$ cat src/rtl/uart_tx_buf.sv
// Buffered UART transmitter: a small byte FIFO feeding an 8N1 serializer.
// Define UART_TX_PARITY_EN to insert an even-parity bit between DATA and STOP.
//
// state  | meaning
// IDLE   | line high, waiting for a queued byte
// START  | start bit (0)
// DATA   | 8 data bits, LSB first
// PARITY | even parity of the data byte (UART_TX_PARITY_EN only)
// STOP   | stop bit (1); chains straight into START if more bytes are queued
module uart_tx_buf #(
    parameter int CLKS_PER_BIT = 1,
    parameter int FIFO_DEPTH   = 4
) (
    input  logic                          clk,
    input  logic                          rst,
    input  logic [7:0]                    din,
    input  logic                          din_valid,
    output logic                          din_ready,
    output logic                          tx_data,
    output logic                          busy,
    output logic [$clog2(FIFO_DEPTH):0]   fifo_count
);

    localparam int AW = $clog2(FIFO_DEPTH);
    localparam int CW = AW + 1;
    localparam logic [15:0] RELOAD = 16'(CLKS_PER_BIT - 1);

    typedef enum logic [2:0] {
        IDLE   = 3'd0,
        START  = 3'd1,
        DATA   = 3'd2,
`ifdef UART_TX_PARITY_EN
        PARITY = 3'd3,
`endif
        STOP   = 3'd4
    } state_t;

    state_t        state;
    logic [7:0]    mem [FIFO_DEPTH];
    logic [AW-1:0] wr_ptr;
    logic [AW-1:0] rd_ptr;
    logic [7:0]    shreg;
    logic [2:0]    bit_idx;
    logic [15:0]   bit_cnt;
    logic          bit_tc;
    logic          push;
    logic          pop;
    logic          line_bit;

    assign din_ready = (fifo_count != CW'(FIFO_DEPTH));
    assign busy      = (state != IDLE) || (fifo_count != '0);
    assign bit_tc    = (bit_cnt == '0);
    assign push      = din_valid && din_ready;
    // A byte leaves the FIFO only when the serializer loads it.
    assign pop       = (fifo_count != '0) &&
                       ((state == IDLE) || ((state == STOP) && bit_tc));

    always_ff @(posedge clk) begin
        if (push) begin
            mem[wr_ptr] <= din;
        end
    end

    always_ff @(posedge clk or posedge rst) begin
        if (rst) begin
            wr_ptr     <= '0;
            rd_ptr     <= '0;
            fifo_count <= '0;
        end else begin
            if (push) begin
                wr_ptr <= wr_ptr + AW'(1);
            end
            if (pop) begin
                rd_ptr <= rd_ptr + AW'(1);
            end
            case ({push, pop})
                2'b10:   fifo_count <= fifo_count + CW'(1);
                2'b01:   fifo_count <= fifo_count - CW'(1);
                default: fifo_count <= fifo_count;
            endcase
        end
    end

    // Line level for the current state; registered below, so the line trails the state by one cycle.
    always_comb begin
        line_bit = 1'b1;
        case (state)
            START:   line_bit = 1'b0;
            DATA:    line_bit = shreg[bit_idx];
`ifdef UART_TX_PARITY_EN
            PARITY:  line_bit = ^shreg;
`endif
            default: line_bit = 1'b1;
        endcase
    end

    always_ff @(posedge clk or posedge rst) begin
        if (rst) begin
            state   <= IDLE;
            shreg   <= '0;
            bit_idx <= '0;
            bit_cnt <= '0;
            tx_data <= 1'b1;
        end else begin
            tx_data <= line_bit;
            case (state)
                IDLE: begin
                    if (pop) begin
                        state   <= START;
                        shreg   <= mem[rd_ptr];
                        bit_cnt <= RELOAD;
                    end
                end
                START: begin
                    if (bit_tc) begin
                        state   <= DATA;
                        bit_idx <= '0;
                        bit_cnt <= RELOAD;
                    end else begin
                        bit_cnt <= bit_cnt - 16'd1;
                    end
                end
                DATA: begin
                    if (bit_tc) begin
                        bit_cnt <= RELOAD;
                        if (bit_idx == 3'd7) begin
`ifdef UART_TX_PARITY_EN
                            state <= PARITY;
`else
                            state <= STOP;
`endif
                        end else begin
                            bit_idx <= bit_idx + 3'd1;
                        end
                    end else begin
                        bit_cnt <= bit_cnt - 16'd1;
                    end
                end
`ifdef UART_TX_PARITY_EN
                PARITY: begin
                    if (bit_tc) begin
                        state   <= STOP;
                        bit_cnt <= RELOAD;
                    end else begin
                        bit_cnt <= bit_cnt - 16'd1;
                    end
                end
`endif
                STOP: begin
                    if (bit_tc) begin
                        if (pop) begin
                            state   <= START;
                            shreg   <= mem[rd_ptr];
                            bit_cnt <= RELOAD;
                        end else begin
                            state <= IDLE;
                        end
                    end else begin
                        bit_cnt <= bit_cnt - 16'd1;
                    end
                end
                default: state <= IDLE;
            endcase
        end
    end

endmodule
$ cat config.mk
export PLATFORM = sky130hd
export DESIGN_NAME = uart_tx_buf
export DESIGN_NICKNAME = d
export VERILOG_FILES = /design/src/rtl/uart_tx_buf.sv
export SDC_FILE = /design/constraint.sdc
export NUM_CORES = 1
export LEC_CHECK = 0
export ABC_AREA = 0
export CORE_UTILIZATION = 50
export CTS_BUF_LIST = sky130_fd_sc_hd__clkbuf_2
export DETAILED_ROUTE_END_ITERATION = 6
export GPL_ROUTABILITY_DRIVEN = 0
export HOLD_SLACK_MARGIN = 0.03
export PLACE_DENSITY_LB_ADDON = 0.08
export RECOVER_POWER = 100
export SYNTH_ARGS = -nofsm -noshare
export SYNTH_HDL_FRONTEND = slang
export SYNTH_SLANG_ARGS = --single-unit
export TNS_END_PERCENT = 20
$ cat constraint.sdc
create_clock -name clk -period 4.6 [get_ports clk]
set_input_delay 0.92 -clock clk [delete_from_list [all_inputs] [get_ports clk]]
set_output_delay 0.92 -clock clk [all_outputs]
set_load 0.005 [all_outputs]
Word-level counts from Yosys, hierarchy flattened

Memories as Yosys holds them, arrays and structs flattened.
Index checks and enable logic that the tools add are counted.
W data, S select, Z words.

Register bits: 38
RAM bits: 32
Input bits: 11
Output and inout bits: 6
Logic and storage cells: 70
Memories: 1

Memories:

| memory | depth | width | rd ports | clocked after memory_dff | write ports | RTL line | source |
|---|---|---|---|---|---|---|---|
| mem    | 4     | 8     | 1        | 0                        | 1           | 39       | `logic [7:0] mem [FIFO_DEPTH];` |

$add $sub $neg: 6
$lt $le $gt $ge: 1
Eq/ne operators: 13
Multiplexer cells: 24
Reduce and logical (&&, ||, !) cells: 17

Operator list:

| kind                    | count |
|---|---|
| $mux W16                | 3 |
| $pmux W16 S3            | 1 |
| $mux W3                 | 8 |
| $logic_not A16 Y1       | 1 |
| $mux W8                 | 2 |
| $pmux W8 S2             | 1 |
| $sub A16 B1 Y16 const B | 1 |
| $ne A2 B2 Y1 const B    | 6 |
| $pmux W3 S2             | 2 |
| $pmux W3 S4             | 1 |
| $reduce_bool A3 Y1      | 3 |
| $add A3 B1 Y3 const B   | 2 |
| $eq A3 B3 Y1 const B    | 2 |
| $reduce_bool A2 Y1      | 3 |
| $reduce_and A5 Y1       | 1 |
| $add A2 B1 Y2 const B   | 2 |
| $lt A3 B4 Y1 const B    | 1 |
| $mux W1                 | 4 |
| $reduce_and A4 Y1       | 1 |
| $bmux W1 S3             | 1 |
| $eq A3 B1 Y1 const B    | 1 |
| $eq A3 B2 Y1 const B    | 1 |
| $logic_and A1 B1 Y1     | 3 |
| $logic_not A3 Y1        | 1 |
| other kinds (8)         | 9 |

Logic depth before layout (Yosys ltp)

Depth in word-level cells: 7
Depth in mapped cells: 12
Gate-level depth less buffers: 12

Least setup slack after synthesis

No wires, ideal clock.

Path kind: register to register
From: register bit_cnt[0]
To: register fifo_count[2]
Library setup time: 79 ps
Data arrival time: 2731 ps
Data required time: 4521 ps
Path slack: 1790 ps
Stages on the path, launching flop included: 13
Buffers on the path: 0
Period minus slack after synthesis: 2810 ps
Cell sequence: dfrtp_1 inv_1 ha_1 or4b_1 o41ai_4 nand3_4 inv_1 ha_1 inv_1 fa_1 xor2_1 nor2_1 xor2_1

Longest elaborated chain between the ends: 6
Elaborated cells between the ends (all ways): 8
Those cells by class: eq/ne: 2; mux: 1; reduce/logical: 5

RTL lines:

| element                                           | RTL line | source |
|---|---|---|
| start, declared                                   | 44       | `logic [15:0] bit_cnt;` |
| start signal, assigned                            | 120      | `bit_cnt <= bit_cnt - 16'd1;` |
| start signal, assigned                            | 136      | `bit_cnt <= bit_cnt - 16'd1;` |
| start signal, assigned                            | 159      | `bit_cnt <= bit_cnt - 16'd1;` |
| $logic_not A16 Y1 (*)                             | 52       | `assign bit_tc = (bit_cnt == '0);` |
| $logic_and A1 B1 Y1 (*)                           | 56       | `((state == IDLE) \|\| ((state == STOP) && bit_tc));` |
| $logic_or A1 B1 Y1 (*)                            | 56       |  |
| $logic_and A1 B1 Y1 (*)                           | 55       | `assign pop = (fifo_count != '0) &&` |
| net pop                                           | 47       | `logic pop;` |
| $eq A2 B1 Y1 or $eq A2 B2 Y1 (tied branches)      | 76       | `case ({push, pop})` |
| $pmux W3 S2 or $reduce_bool A2 Y1 (tied branches) | --       |  |
| end signal, assigned                              | 77       | `2'b10: fifo_count <= fifo_count + CW'(1);` |
| end signal, assigned                              | 78       | `2'b01: fifo_count <= fifo_count - CW'(1);` |
| end signal, assigned                              | 79       | `default: fifo_count <= fifo_count;` |
| end, declared                                     | 21       | `output logic [$clog2(FIFO_DEPTH):0] fifo_count` |

The timed path passes the listed nets; every way through them passes the cells marked *.
A chain may end at the register's enable or synchronous reset.

Worst setup path in the final report

Same ends and word-level chain as after synthesis.

==> PnR_summary.wiki <==
{| class="wikitable"
! Metric !! Value
|-
| Setup total negative slack || 0 ns
|-
| Fill cell total of the finished layout || 548
|-
| Critical Path Sink Type || register
|-
| Critical path startpoint || bit_cnt[0]
|-
| Final Critical Period || between 3 and 4 ns
|-
| Share of cells above drive strength 1 || between 10% and 20%
|-
| Combined area of the multi-input logic cells || around 0.0012 mm²
|-
| Clock transition at the registers of the reported paths || around 0.24 ns
|-
| Final worst-path cycle share || roughly three quarters
|-
| Floorplan core area || between 0.006 and 0.007 mm²
|-
| Flip-flop cell with the highest count after synthesis || sky130_fd_sc_hd__dfrtp_1
|-
| Total die area || 0.006971 mm²
|-
| Endpoint of the worst setup timing path || fifo_count[2]
|-
| Post-synth net total || 276
|-
| EDFF count, synth || 32
|-
| Number of I/O port buffers || 16
|-
| Root buffer selected by CTS || sky130_fd_sc_hd__clkbuf_2
|-
| Largest net degree at the start of global routing || 39
|-
| DR vias || 1994
|-
| Max stage delay on crit path || 0.69 ns
|-
| Die outline width || 83.50 µm
|-
| Final setup fails || 0
|-
| Wire length of the first global-routing pass || just under 10 mm
|-
| Total number of clock tree sinks || 70
|-
| Layout net count || 291
|-
| Global-route usage over all layers || ~18%
|-
| First-pass DRT Iterations || 4
|-
| CP max stage cell || sky130_fd_sc_hd__o41ai_1
|-
| Max Clock Freq || between 200 and 300 MHz
|-
| Worst R2R Setup Slack || 1.16 ns
|-
| Num ports || 17
|-
| Dominant cells by area after synthesis || sky130_fd_sc_hd__edfxtp_1 29%, sky130_fd_sc_hd__dfrtp_1 28%, sky130_fd_sc_hd__mux4_2 6.8%
|-
| Worst slack after detailed placement || between 1 and 1.5 ns
|-
| Netlist area before placement || 0.003321 mm²
|-
| Buffers from clock root to sink, at most || 2
|-
| Number of antenna violations at the first check in global routing || 0
|-
| Number of global-route vias before repair || 1989
|-
| CTS Hold Buffers Added || 0
|-
| Number of cell instances on the worst register-to-register path || 12
|-
| Remaining number of nets flagged by the antenna check after routing || 0
|-
| Worst hold path startpoint || shreg[4]
|-
| Effective utilization at floorplan || approximately half
|-
| Type of the worst min-delay path || register to register
|-
| Ant diodes || 0
|-
| Clock skew || 0.02861 ns
|-
| Worst reg2reg startpoint || bit_cnt[0]
|-
| Vertical die dimension || 83.50 µm
|-
| Leading cell type by number of instances after synthesis || sky130_fd_sc_hd__dfrtp_1
|-
| Most repeated library cell on the critical path || sky130_fd_sc_hd__inv_1
|-
| Share of synthesized area occupied by flip-flops and latches || a little under 60%
|-
| Cell chain of the critical path || inv_1, ha_1, or4b_1, o41ai_1, nand3_4, inv_1, ha_1, inv_1, fa_1, xor2_1, nor2_1, xor2_1
|-
| Total of warnings raised by yosys || 0
|-
| Leakage power || 1.438 nW
|-
| Wire length per cell after detailed routing || ~16 µm
|-
| Worst path setup slack after routing || around 1.2 ns
|-
| Total instance count after detailed placement || between 300 and 400
|-
| Critical path startpoint category || register
|-
| Async set-reset flop share out of synthesis || 54.29%
|-
| Routed Wire Length || 5.682 mm
|-
| Post-route design area || 0.003608 mm²
|-
| DRC viols || 0
|-
| Arrival @ worst endpoint || just under 4 ns
|-
| Number of gates given a new drive strength after cts || 0
|-
| Worst-case hold slack || 0.5222 ns
|-
| RSZ-0062 raised after global routing || no
|-
| Number of buffers created by CTS || 9
|-
| Clock network latency to the later pin of the worst-skew pair || 0.52 ns
|-
| Worst-path maximum fanout || 10
|-
| TritonCTS clock tree || built
|-
| Cell Count, Final, Fillers Out || 352
|-
| Post-DP HPWL || 3.852 mm
|-
| Synth unique cells || 46
|-
| Area Overhead vs Synth || 8.666%
|-
| Status || complete, but fails checks
|-
| Post-Syn Area per Cell || 13.02 µm²
|-
| Total power per unit cell area || 534.8 mW/mm²
|-
| Data required time of the worst path || 5.07 ns
|-
| Number of levels the H-tree was split into || 3
|-
| Fraction of synthesized cell area taken by the top area cell type || 28.94%
|-
| Yosys top cell by area || sky130_fd_sc_hd__edfxtp_1
|-
| Register bit total from synthesis || 70
|-
| Number of endpoints with negative hold slack in the final report || 0
|-
| Number of standard cells after synthesis || between 200 and 300
|-
| Max capacitance violation total || 2
|-
| Count of standard-cell rows || 29
|-
| Count of buffers added by post-CTS timing repair for setup || 0
|-
| Most numerous cell types in the synthesized netlist || 37 x sky130_fd_sc_hd__dfrtp_1, 32 x sky130_fd_sc_hd__edfxtp_1, 27 x sky130_fd_sc_hd__inv_1
|-
| Largest vdd supply drop || 313.3 µV
|-
| Max-slew headroom at the worst pin || -35.13%
|-
| Worst Setup Path Type || register to register
|-
| Violations in the final reports || max-capacitance violations, max-slew violations
|-
| Vias per cell || 5.665
|-
| Total grt overflow || 0
|-
| Fin. max-slew vios || 56
|-
| Slew at the pin with the worst max-slew slack || 2.027 ns
|-
| Instance area at placement || ~0.0035 mm²
|-
| Footprint of the flip-flops and latches || around 0.0019 mm²
|-
| Iteration-0 DRC Markers || approximately 130
|-
| Critical register-to-register path endpoint || fifo_count[2]
|}
report_power, final:
group	internal, mW	leakage (nW)	total (mW)	switching [mW]
Clock	0.0831	0.0654	0.336	0.253
Combinational	0.327	0.592	0.655	0.328
Sequential	0.814	0.781	0.939	0.125
Total	1.22	1.44	1.93	0.706
metal layers:
metal  up-vias  global-route usage, %  wire length [µm]
li1        988                      -                 -
met2        33                  26.53              2563
met5         -                      0                 0
met4         0                  8.937               125
met3        11                  3.363               124
met1       962                  25.98              2867
worst max-delay path: cells and delay by family, from the launching register on:
kind                     cells  cell delay, ns
buffers and inverters        3            0.33
AND/OR/NAND/NOR              3            0.92
AO/OA/AOI/OAI                1            0.69
XOR/XNOR                     2            0.32
flip-flops                   1            0.45
adder cells (fa/ha/maj)      3            0.70
flip-flops by register name (all words and copies together) (netlist names):
| register | count |
|---|---|
| mem | 32 |
| bit_cnt | 16 |
| shreg | 8 |
| bit_idx | 3 |
| fifo_count | 3 |
| state | 3 |
| rd_ptr | 2 |
| wr_ptr | 2 |
| tx_data | 1 |
how the worst min path moves through the flow:
| stage | depth (start not counted) | slack, ns | endpoint |
|---|---|---|---|
| global route | 1 | 0.55 | fifo_count[0] |
| finish | 1 | 0.52 | shreg[4] |
| floorplan | 1 | 0.46 | shreg[6] |
| CTS | 1 | 0.53 | shreg[5] |
| detailed placement | 1 | 0.48 | shreg[5] |
| global placement | 1 | 0.47 | shreg[7] |
logic make-up (layout without fill, tap and decap cells):
group           count (synthesis)  in the layout  synth area share [%]
mux                            24             24                 11.42
buf+inv                        40             60                 4.597
flops                          70             70                 57.61
xor+xnor                       11             11                 2.902
simple gates                   66             66                 11.79
fa+ha+maj                      10             10                 3.994
compound gates                 34             34                 7.687
stage by stage:
stage | util [%] | power (mW)
floorplan | - | 1.449
global placement | 55.33 | 1.631
detailed placement | 55.33 | 1.637
CTS | 57.01 | 1.972
global route | 56.50 | 2.058
finish | 56.50 | 1.930
placed cells by master (no fill, tap or decap), types with 2 or more instances in the layout:
cell type / count
sky130_fd_sc_hd__dfrtp_1: 37
sky130_fd_sc_hd__edfxtp_1: 32
sky130_fd_sc_hd__inv_1: 27
sky130_fd_sc_hd__dlygate4sd3_1: 16
sky130_fd_sc_hd__mux4_2: 10
sky130_fd_sc_hd__nor2_1: 9
sky130_fd_sc_hd__ha_1: 9
sky130_fd_sc_hd__clkbuf_2: 9
sky130_fd_sc_hd__nand4_1: 8
sky130_fd_sc_hd__xnor2_1: 8
sky130_fd_sc_hd__o221ai_1: 8
sky130_fd_sc_hd__mux2_2: 7
sky130_fd_sc_hd__nand2_1: 7
sky130_fd_sc_hd__nor3_1: 7
sky130_fd_sc_hd__o21ai_0: 6
sky130_fd_sc_hd__or3_1: 5
sky130_fd_sc_hd__nand3_1: 5
sky130_fd_sc_hd__o22ai_1: 5
sky130_fd_sc_hd__nand2b_1: 5
sky130_fd_sc_hd__or4_1: 4
sky130_fd_sc_hd__nor4_1: 4
sky130_fd_sc_hd__and3_1: 4
sky130_fd_sc_hd__mux2_1: 4
sky130_fd_sc_hd__or2_2: 3
sky130_fd_sc_hd__a21oi_1: 3
sky130_fd_sc_hd__xor2_1: 3
sky130_fd_sc_hd__a31oi_1: 3
sky130_fd_sc_hd__mux2i_1: 3
sky130_fd_sc_hd__inv_6: 3
sky130_fd_sc_hd__o211ai_1: 2
sky130_fd_sc_hd__clkinv_4: 2
cell type report:
class / instances / area share [%]
Sequential cell: 70 / 53.02
Tap cell: 77 / 2.670
Clock buffer: 9 / 1.248
Clock inverter: 7 / 1.734
Timing Repair Buffer: 17 / 4.542
Inverter: 27 / 2.809
Multi-Input combinational cell: 145 / 33.98
Power figures use the tool's default switching activity.
